## src/rtl/multi_channel_oneshot.sv

```systemverilog
// multi_channel_oneshot
//
// Multi-channel clocked one-shot. Each asynchronous input is synchronised,
// edge-detected according to a shared run-time edge select, and converted
// into a registered pulse of programmable length. An optional hold-off
// window follows each pulse. Edges that cannot be honoured are reported
// on MissedEdge.
//
// Ports:
//   CLOCK       in   single clock, rising edge
//   Reset       in   synchronous, active-high reset
//   InputPulse  in   [Channels]        asynchronous inputs
//   Mode        in   [2]               00 rise, 01 fall, 10 both, 11 off
//   PulseLength in   [PulseWidthBits]  pulse length in cycles (0 acts as 1)
//   OneShot     out  [Channels]        pulse output (state decode)
//   Busy        out  [Channels]        channel in pulse or hold-off
//   MissedEdge  out  [Channels]        one-cycle flag for a discarded edge

module multi_channel_oneshot #(
  parameter int unsigned Channels       = 4,
  parameter int unsigned PulseWidthBits = 8,
  parameter int unsigned SyncStages     = 2,
  parameter int unsigned HoldoffCycles  = 0,
  parameter int unsigned Retrigger      = 0
) (
  input  logic                      CLOCK,
  input  logic                      Reset,
  input  logic [Channels-1:0]       InputPulse,
  input  logic [1:0]                Mode,
  input  logic [PulseWidthBits-1:0] PulseLength,
  output logic [Channels-1:0]       OneShot,
  output logic [Channels-1:0]       Busy,
  output logic [Channels-1:0]       MissedEdge
);

  // Counter must hold both PulseLength-1 and HoldoffCycles-1.
  localparam int unsigned HoldW   = (HoldoffCycles > 1) ? $clog2(HoldoffCycles) : 1;
  localparam int unsigned CntW    = (PulseWidthBits > HoldW) ? PulseWidthBits : HoldW;
  localparam int unsigned SettleW = $clog2(SyncStages + 2);

  localparam bit RetrigEn = (Retrigger != 0);
  localparam bit HoldEn   = (HoldoffCycles != 0);

  localparam logic [CntW-1:0]    HoldLoad   = CntW'(HoldEn ? HoldoffCycles - 1 : 0);
  localparam logic [SettleW-1:0] SettleLoad = SettleW'(SyncStages + 1);

  typedef enum logic [1:0] {StIdle, StPulse, StHoldoff} state_e;

  logic [SyncStages-1:0] sync_q  [Channels];
  state_e                state_q [Channels];
  logic [CntW-1:0]       cnt_q   [Channels];
  logic [Channels-1:0]   p_q;
  logic [Channels-1:0]   miss_q;
  logic [SettleW-1:0]    settle_q;

  logic [Channels-1:0] s;
  logic [Channels-1:0] rise;
  logic [Channels-1:0] fall;
  logic [Channels-1:0] edge_det;
  logic [CntW-1:0]     pulse_load;

  // Reload value for a new or retriggered pulse; length 0 behaves as 1.
  always_comb begin
    pulse_load = '0;
    if (PulseLength != '0) begin
      pulse_load = CntW'(PulseLength - 1'b1);
    end
  end

  always_comb begin
    for (int c = 0; c < Channels; c++) begin
      s[c] = sync_q[c][SyncStages-1];
    end
    rise = s & ~p_q;
    fall = ~s & p_q;
    case (Mode)
      2'b00:   edge_det = rise;
      2'b01:   edge_det = fall;
      2'b10:   edge_det = rise | fall;
      default: edge_det = '0;
    endcase
    // Mask edges while the synchronisers refill after reset, so an input
    // held active through reset does not fire.
    if (settle_q != '0) begin
      edge_det = '0;
    end
  end

  always_ff @(posedge CLOCK) begin
    if (Reset) begin
      settle_q <= SettleLoad;
      p_q      <= '0;
      miss_q   <= '0;
      for (int c = 0; c < Channels; c++) begin
        sync_q[c]  <= '0;
        state_q[c] <= StIdle;
        cnt_q[c]   <= '0;
      end
    end else begin
      if (settle_q != '0) begin
        settle_q <= settle_q - 1'b1;
      end
      p_q <= s;
      for (int c = 0; c < Channels; c++) begin
        sync_q[c] <= {sync_q[c][SyncStages-2:0], InputPulse[c]};
        miss_q[c] <= 1'b0;
        case (state_q[c])
          StIdle: begin
            if (edge_det[c]) begin
              state_q[c] <= StPulse;
              cnt_q[c]   <= pulse_load;
            end
          end
          StPulse: begin
            if (edge_det[c] && RetrigEn) begin
              // Retrigger wins over expiry in the same cycle.
              cnt_q[c] <= pulse_load;
            end else begin
              if (edge_det[c]) begin
                miss_q[c] <= 1'b1;
              end
              if (cnt_q[c] == '0) begin
                if (HoldEn) begin
                  state_q[c] <= StHoldoff;
                  cnt_q[c]   <= HoldLoad;
                end else begin
                  state_q[c] <= StIdle;
                end
              end else begin
                cnt_q[c] <= cnt_q[c] - 1'b1;
              end
            end
          end
          StHoldoff: begin
            if (edge_det[c]) begin
              miss_q[c] <= 1'b1;
            end
            if (cnt_q[c] == '0) begin
              state_q[c] <= StIdle;
            end else begin
              cnt_q[c] <= cnt_q[c] - 1'b1;
            end
          end
          default: begin
            state_q[c] <= StIdle;
            cnt_q[c]   <= '0;
          end
        endcase
      end
    end
  end

  // Moore decode of the state register; MissedEdge comes straight from a flop.
  always_comb begin
    for (int c = 0; c < Channels; c++) begin
      OneShot[c] = (state_q[c] == StPulse);
      Busy[c]    = (state_q[c] != StIdle);
    end
    MissedEdge = miss_q;
  end

endmodule
```

## config.mk

```make
export PLATFORM = sky130hd
export DESIGN_NAME = multi_channel_oneshot
export DESIGN_NICKNAME = d
export VERILOG_FILES = /design/src/rtl/multi_channel_oneshot.sv
export SDC_FILE = /design/constraint.sdc
export NUM_CORES = 1
export LEC_CHECK = 0
export BUFFER_PORTS_ARGS = -buffer_cell sky130_fd_sc_hd__buf_2
export CAP_MARGIN = 25
export CORE_ASPECT_RATIO = 2
export CORE_MARGIN = 2
export CORE_UTILIZATION = 40
export CTS_CLUSTER_SIZE = 8
export DETAILED_ROUTE_END_ITERATION = 10
export GPL_TIMING_DRIVEN = 0
export MAX_ROUTING_LAYER = met4
export PLACE_DENSITY = 0.7
export SLEW_MARGIN = 20
export SYNTH_ARGS = -nofsm -noshare
export SYNTH_HDL_FRONTEND = slang
export SYNTH_SLANG_ARGS = --single-unit
export TNS_END_PERCENT = 100
```

## constraint.sdc

```tcl
create_clock -name CLOCK -period 1.6 [get_ports CLOCK]
set_input_delay 0.08 -clock CLOCK [delete_from_list [all_inputs] [get_ports CLOCK]]
set_output_delay 0.08 -clock CLOCK [all_outputs]
set_load 0.01 [all_outputs]
```

==> impl_metrics.toml, run 1 <==
[global_route]
grt_max_degree = 16
grt_use_total_pct = 18.0
grt_overflow = 0
antenna_found_initial = 0
grt_pass1_wl_um = 11300
first_global_vias = 2417

[die]
num_io_pins = 28
rows = 45
die_area_sq_mm = 0.00843
start_util_pct = 41.0
die_w_um = 65.9
die_h_um = 128
core_sq_mm = 0.00749

[yosys]
ys_top_cells_by_count = "36 x edfxtp_1, 33 x o22ai_1, 25 x inv_1, 21 x nand2_1, 21 x nor2_1"
yosysTopAreaCell = "edfxtp_1"
synth_area_leaders = "edfxtp_1 35%, dfxtp_1 12%, ha_1 7.8%"
syn_inst = 286
synth_cell_type_count = 38
synth-edff-count = 36
netlist.area_leader.share_pct = 35.3
yosysWarnings = 0
syn_nets = 321
syn_avg_cell_area_sq_um = 10.7
ys_seq_area_share_pct = 47.0
netlist_area_sq_mm = 0.00307
async_flop_share_pct = 0
ys_ff_latch = 54
yosysMostFrequentCell = "edfxtp_1"
synthFlopType = "edfxtp_1"

[clocking]
clock_path_buffers = 2
clk_latency_ps = 290
numCtsBuffers = 5
clk_pin_slew_ps = 70
ctsHtreeMaxLevel = 2
clock_sinks = 54
root_buffer = "clkbuf_16"
tritoncts = "built"

[sta]
timing.final.ws_setup_ps = -131
fin_worst_skew_ps = 4.16
rsz0062_at_grt = "yes"
tightest_slew_ps = 691
fin_crit_sh_pct = 108
slew_violations = 0
fmax_mhz = 578
hold_ws_ps = -0.186
fin_crit_ps = 1730
finalHoldViolCount = 1
slew_headroom_pct = 52.6
setup_viol = 32

[pwr]
power_density_mw_per_mm2 = 852
vdd_ir_drop_max_uv = 698
p_leak_nw = 1.79
total_power_mw = 3.53

[drt]
routedWlPerCell_um = 16.6
drt-total-wl_um = 7610
drc = 0
drtIter0Drc = 129
routed_via_density = 5.28
dr.pass1.iters = 4
routed-via-count = 2425
ant_nets = 0

[run]
maxCapViolCount = 0

[run_status]
outcome = "complete, but fails checks"
violations = "negative hold slack, negative setup slack"

[placed_design]
preCtsSetupSlack_ps = -388
dp_hpwl_um = 4600
dp.cells = 406
portBuffers = 26
gp_congestion = 0.814

[setup_path]
reg2reg_from = "cnt_q[3][2]"
cp.arrival_ps = 1740
critical_path_class = "flip-flop to flip-flop"
crit_path_end = "cnt_q[3][7]"
regToRegSetupSlack_ps = -130
worstSetupStartpointType = "flip-flop"
r2r_end = "cnt_q[3][7]"
cp_data_required_time_ps = 1610
crit_start = "cnt_q[3][2]"
end_kind = "flip-flop"
crit_fanout = 8
r2r_cells = 5

[cells_and_area]
syn_to_final_growth_pct = 35.0
final_cells = 459
drive_gt1_share_pct = 39.2
num-fill-cells = 634
antenna_cells = 0
final_nets = 399

[worst_hold_path]
min_path_type = "primary input to flip-flop"
hp-start = "InputPulse[2]"
==> flip-flops by register name, indices dropped and copies added (netlist names) <==
name,cells
sync_q,8
MissedEdge,4
p_q,4
state_q,4
cnt_q,32
settle_q,2
==> critical path: stages (launching register included) <==
cell and delay, ps:
edfxtp_1 440, nor4_4 400, a31o_1 250, or2_1 140
buf_6 150, o22ai_2 80
==> layout by cell type, fill, tap and decap left out, types with 9 or more instances in the layout <==
cell type / count
buf_2: 27
xor2_1: 13
nor2b_1: 9
edfxtp_1: 36
buf_6: 10
buf_4: 42
inv_1: 22
o22ai_2: 11
nor2_1: 21
ha_1: 17
xnor2_1: 13
dfxtp_1: 16
nand2_1: 18
o22ai_1: 23
==> metrics by stage <==
stage / util (%) / setup TNS (ps) / cell area (sq um)
after CTS: 51.8 / -266 / 3880
final: 55.3 / -2090 / 4140
after detailed placement: 45.3 / -11800 / 3390
after global routing: 55.3 / -4850 / 4140
after global placement: 45.3 / -7890 / 3390
after floorplan: - / -454 / 3140
==> kinds of logic (layout without fill, tap and decap cells) <==
kind of cell / after synthesis / in the layout / share of synthesized area (%)
and+or+nand+nor: 95 / 95 / 19.1
DFF: 54 / 54 / 47.0
AOI/OAI and AO/OA: 43 / 43 / 9.63
buffers and inverters: 40 / 119 / 6.16
xor gates and xnor gates: 27 / 27 / 7.71
adders and majority gates: 19 / 19 / 7.75
muxes: 8 / 8 / 2.61
==> layer usage <==
layer | vias up | wire, um | global-route usage, % | part of all wire, %
met5 | - | 0 | - | 0
met4 | 0 | 144 | 6.25 | 1.9
met3 | 13 | 267 | 2.55 | 3.5
met2 | 61 | 4350 | 32.8 | 57
met1 | 1189 | 2850 | 19.2 | 37
li1 | 1162 | - | - | -
==> layout make-up <==
cell class,instances,area (sq um),area share (%)
inverters,25,93.8,2.27
well taps,94,118,2.84
multi-input cells,192,1700,41.0
clock buffers,6,129,3.11
flip-flops and latches,54,1440,34.9
clock inverters,2,8.76,0.212
repair buffers,72,548,13.2
plain buffers,14,103,2.48
==> report_power, final <==
part / internal [mW] / switching (mW)
clock network: 0.573 / 0.464
registers: 1.60 / 0.0981
logic: 0.399 / 0.393
total: 2.57 / 0.955
==> how the worst min path moves through the flow <==
stage	end	slack, ps	cells past startpoint
global route	sync_q[3][0]	10	2
finish	sync_q[2][0]	-0.2	2
detailed placement	sync_q[0][0]	300	2
floorplan	sync_q[0][0]	210	1
global placement	sync_q[0][0]	300	2
CTS	sync_q[2][0]	2	2
==> what timing repair did <==
action	4_1_cts	5_1_grt
endpoints found under the hold margin	2	0
hold buffers	2	0
setup endpoints to repair	51	66
pin swaps	15	17
gates resized for setup	18	32
buffers inserted	32	11
cloned	0	1
Note: power is estimated with default switching activity, not from simulation.
==> run 2: changes to the inputs <==
Settings changed: CORE_ASPECT_RATIO 2 to default.
==> run 2 against run 1 <==
Net effect: the run still ends with negative hold slack, negative setup slack left; worst hold slack lost 0.81 ps; clock skew grew 5.1 ps; global-route usage shrank 0.83 points; die area shrank 0.51%; largest cell class unchanged.
==> impl_metrics.toml, run 2 (synthesis results as in run 1) <==
[run_status]
outcome = "complete, but fails checks"
violations = "negative hold slack, negative setup slack"

[sta]
setup_viol = 16
finalHoldViolCount = 1
fin_crit_ps = 1660
fin_tns_setup_ps = -275
timing.final.ws_setup_ps = -56.5
rsz0062_at_grt = "yes"
hold_ws_ps = -0.996
fin_worst_skew_ps = 9.26
fmax_mhz = 604
fin_crit_sh_pct = 104
slew_headroom_pct = 63.1
tightest_slew_ps = 539
slew_violations = 0

[cells_and_area]
syn_to_final_growth_pct = 35.6
final_cell_mix = "46 x buf_4, 36 x edfxtp_1, 27 x buf_2, 22 x inv_1"
drive_gt1_share_pct = 41.9
reg_top3 = "cnt_q x32, sync_q x8"
final_nets = 399
largest_reg_flops = 32
antenna_cells = 0
regMostFlops = "cnt_q"
layout.cells.most_common = "buf_4"
final_cells = 464

[die]
num_io_pins = 28
start_util_pct = 41.8
die_w_um = 91.6
die_h_um = 91.6
core_sq_mm = 0.00733
rows = 31
die_area_sq_mm = 0.00838

[clocking]
clk_latency_ps = 320
tritoncts = "built"
ctsHtreeMaxLevel = 2
root_buffer = "clkbuf_8"
clock_sinks = 54
clk_pin_slew_ps = 100
numCtsBuffers = 5
clock_path_buffers = 2

[setup_path]
regToRegSetupSlack_ps = -60
worstSetupStartpointType = "flip-flop"
end_kind = "flip-flop"
cp.arrival_ps = 1710
critical_path_class = "flip-flop to flip-flop"
cp_data_required_time_ps = 1650
crit_fanout = 8

[drt]
drtIter0Drc = 113
routed-via-count = 2383
routed_via_density = 5.14
dr.pass1.iters = 4
ant_nets = 0
routedWlPerCell_um = 15.1
drc = 0
drt-total-wl_um = 6990

[pwr]
vdd_ir_drop_max_uv = 360
power_density_mw_per_mm2 = 820
switching_share_pct = 27.6
p_seq_share_pct = 49.9
switching_power_uw = 940
clockPowerShare_pct = 27.2
total_power_mw = 3.41
combPwrFrac_pct = 23.0
p_leak_nw = 1.77
intPower_mw = 2.47

[placed_design]
portBuffers = 26
dp.cells = 411
gp_congestion = 0.838
dp_hpwl_um = 4410

[global_route]
antenna_found_initial = 0
grt_max_degree = 17
grt_use_total_pct = 17.1
grt_overflow = 0
first_global_vias = 2401
grt_pass1_wl_um = 11100

[run]
maxCapViolCount = 0

[worst_hold_path]
min_path_type = "primary input to flip-flop"
-- run 2: final timing paths --
check / from / end / cells past startpoint
worst max-delay path: cnt_q[3][4] / cnt_q[3][7] / 5
worst min-delay path: InputPulse[3] / sync_q[3][0] / 2
worst max register to register: cnt_q[3][4] / cnt_q[3][7] / 5
worst min register to register: sync_q[2][0] / sync_q[2][1] / 1
-- run 2: per-layer routing --
layer / vias to the layer above / global-route usage (%) / routed length, um
met4: 0 / 5.05 / 99
met3: 12 / 2.99 / 262
met1: 1161 / 21.1 / 3150
li1: 1165 / - / -
met5: - / - / 0
met2: 45 / 28.9 / 3480
-- run 2: power groups by stage --
| stage | logic (mW) | clock network (mW) | registers (mW) |
|---|---|---|---|
| 2_1_floorplan | 0.422 | 0 | 1.71 |
| 3_3_place_gp | 0.534 | 0 | 1.72 |
| 3_5_place_dp | 0.550 | 0 | 1.73 |
| 4_1_cts | 0.664 | 0.940 | 1.69 |
| 5_1_grt | 0.862 | 0.985 | 1.71 |
| 6_report | 0.783 | 0.926 | 1.70 |
-- run 2: layout make-up --
type	instances	area, sq um
plain buffers	13	91.3
clock inverters	3	40.0
multi-input cells	192	1750
flip-flops and latches	54	1450
fillers	621	3170
well taps	99	124
clock buffers	5	68.8
repair buffers	73	538
inverters	25	93.8
-- run 2: per-stage QoR --
| step | utilization (%) | area [sq um] | setup WS (ps) |
|---|---|---|---|
| after floorplan | - | 3140 | -19.3 |
| after global placement | 46.3 | 3400 | -308 |
| after detailed placement | 46.3 | 3400 | -351 |
| after CTS | 52.2 | 3830 | -13.2 |
| after global routing | 56.7 | 4160 | -96.1 |
| final | 56.7 | 4160 | -56.5 |
-- run 2: worst max-delay path, cell delays in order, from the launching register on --
cell,delay [ps]
edfxtp_1,460
nor4_4,380
a31o_1,210
or2_1,120
buf_6,140
o22ai_2,90
-- run 2: repair_timing --
action	CTS	global route
endpoints found under the setup margin	50	68
setup buffers	27	17
hold buffers	3	0
hold endpoints to repair	3	0
resized for setup	15	42
pin swaps	12	22
==> run 3: changes to the inputs <==
Settings changed: REMOVE_ABC_BUFFERS from default to 1.
==> run 3 against run 2 <==
Net effect: the flow finishes with violations (negative setup slack); highest routed layer unchanged; clock skew is essentially flat; maximum frequency is 2.7% higher; largest power group unchanged; total power decreased by 4.6%; largest cell class unchanged; wire length is 2.6% lower; die area stayed put; clock power fell by 11%; worst hold slack improved by 210 ps; core utilization decreased by 2.5 points; clock-buffer cell count up 1; cell area shrank 4.5%; via count is 3.3% lower; sequential power hardly changed.
==> impl_metrics.toml, run 3 (synthesis results as in run 1) <==
[run_status]
outcome = "complete, but fails checks"
violations = "negative setup slack"

[sta]
fin_crit_sh_pct = 101
setup_viol = 6
timing.final.ws_setup_ps = -13.3
tightest_slew_ps = 602
finalHoldViolCount = 0
fin_crit_ps = 1610
fin_worst_skew_ps = 9.27
slew_headroom_pct = 58.7
rsz0062_at_grt = "yes"
fmax_mhz = 620
slew_violations = 0
hold_ws_ps = 212
fin_tns_setup_ps = -21.4

[drt]
dr_wl_met3_um = 370
drtIter0Drc = 117
ant_nets = 0
drt-total-wl_um = 6810
drc = 0
dr.pass1.iters = 4
routed-via-count = 2305
routedWlPerCell_um = 15.5
dr.max_layer_used = "met4"
wl_met2_um = 3490
drt-met1-wl_um = 2850
routed_via_density = 5.25

[cells_and_area]
syn_to_final_growth_pct = 29.5
regMostFlops = "cnt_q"
fin_util_pct = 54.2
largest_reg_flops = 32
layout.cells.most_common = "edfxtp_1"
reg_top3 = "cnt_q x32, sync_q x8"
design_area_sq_mm = 0.00397
drive_gt1_share_pct = 38.2
final_cell_mix = "36 x edfxtp_1, 27 x buf_2, 24 x inv_1, 22 x o22ai_1, 21 x nor2_1"
final_cells = 439
antenna_cells = 0
final_nets = 374

[global_route]
grt_use_total_pct = 16.8
grt_max_degree = 27
grt_overflow = 0
grt_pass1_wl_um = 10900
antenna_found_initial = 0
first_global_vias = 2292

[placed_design]
dp.cells = 397
preCtsSetupSlack_ps = -894
dpl-instance-area_sq_mm = 0.00323
portBuffers = 27
dp_hpwl_um = 4090
gp_congestion = 0.825

[worst_hold_path]
min_path_type = "primary input to flip-flop"
hold_end = "p_q[1]"
hp-start = "Reset"
whs_path_depth = 2

[setup_path]
reg2reg_from = "cnt_q[3][4]"
end_kind = "flip-flop"
cp_data_required_time_ps = 1650
cp.arrival_ps = 1660
critical_path_class = "flip-flop to flip-flop"
r2r_end = "cnt_q[3][7]"
crit_fanout = 8
worstSetupStartpointType = "flip-flop"
regToRegSetupSlack_ps = -10
r2r_cells = 4

[pwr]
power_density_mw_per_mm2 = 818
vdd_ir_drop_max_uv = 512
total_power_mw = 3.25
p_leak_nw = 1.67

[run]
maxCapViolCount = 0

[clocking]
tritoncts = "built"
clock_path_buffers = 2
ctsHtreeMaxLevel = 2
clk_pin_slew_ps = 110
root_buffer = "clkbuf_8"
clock_sinks = 54
clk_latency_ps = 310
numCtsBuffers = 5

[die]
rows = 31
num_io_pins = 28
die_w_um = 91.6
start_util_pct = 41.8
die_area_sq_mm = 0.00838
core_sq_mm = 0.00733
die_h_um = 91.6
## run 3: cell types whose count changed in the layout (fill, tap and decap cells not counted), sizes merged
cell | before | now
buf | 81 | 57
clkinv | 2 | 0
inv | 25 | 27
bufinv | 1 | 0
clkbuf | 7 | 6
dlygate4sd3 | 3 | 4
## run 3: power by group
group	internal, mW	switching, mW
Combinational	0.358	0.361
Sequential	1.60	0.105
Clock	0.359	0.469
Total	2.32	0.934
## run 3: metal layers
layer | track usage, % | up-vias
met3 | 2.41 | 11
met5 | - | -
met2 | 28.1 | 73
met1 | 21.1 | 1108
li1 | - | 1113
met4 | 5.43 | 0
## run 3: worst max path at each step
stage	from	endpoint	slack, ps	cells past startpoint
floorplan	settle_q[0]	cnt_q[1][0]	-310	5
global placement	settle_q[0]	cnt_q[2][4]	-830	5
detailed placement	settle_q[0]	cnt_q[2][5]	-890	5
CTS	p_q[1]	cnt_q[1][1]	2	6
global route	cnt_q[3][4]	cnt_q[3][6]	-110	4
finish	cnt_q[3][4]	cnt_q[3][7]	-10	4
## run 3: repair_timing
| action | in CTS | in global routing |
|---|---|---|
| hold buffers | 4 | 0 |
| endpoints found under the setup margin | 74 | 68 |
| pin swaps | 12 | 25 |
| endpoints found under the hold margin | 4 | 0 |
| gates resized for setup | 20 | 49 |
| setup buffers | 25 | 5 |
## run 3: cell type report
cell class                      count  area (sq um)
Fill cell                         585          3360
Multi-Input combinational cell    192          1750
Sequential cell                    54          1450
Timing Repair Buffer               61           455
Tap cell                           99           124
Inverter                           25          93.8
Clock buffer                        6          82.6
Clock inverter                      2          15.0
## run 3: critical path: stages, from the launching register on
cell	delay (ps)
edfxtp_1	470
nor4_4	370
a31o_1	230
or2_4	200
o22ai_2	100
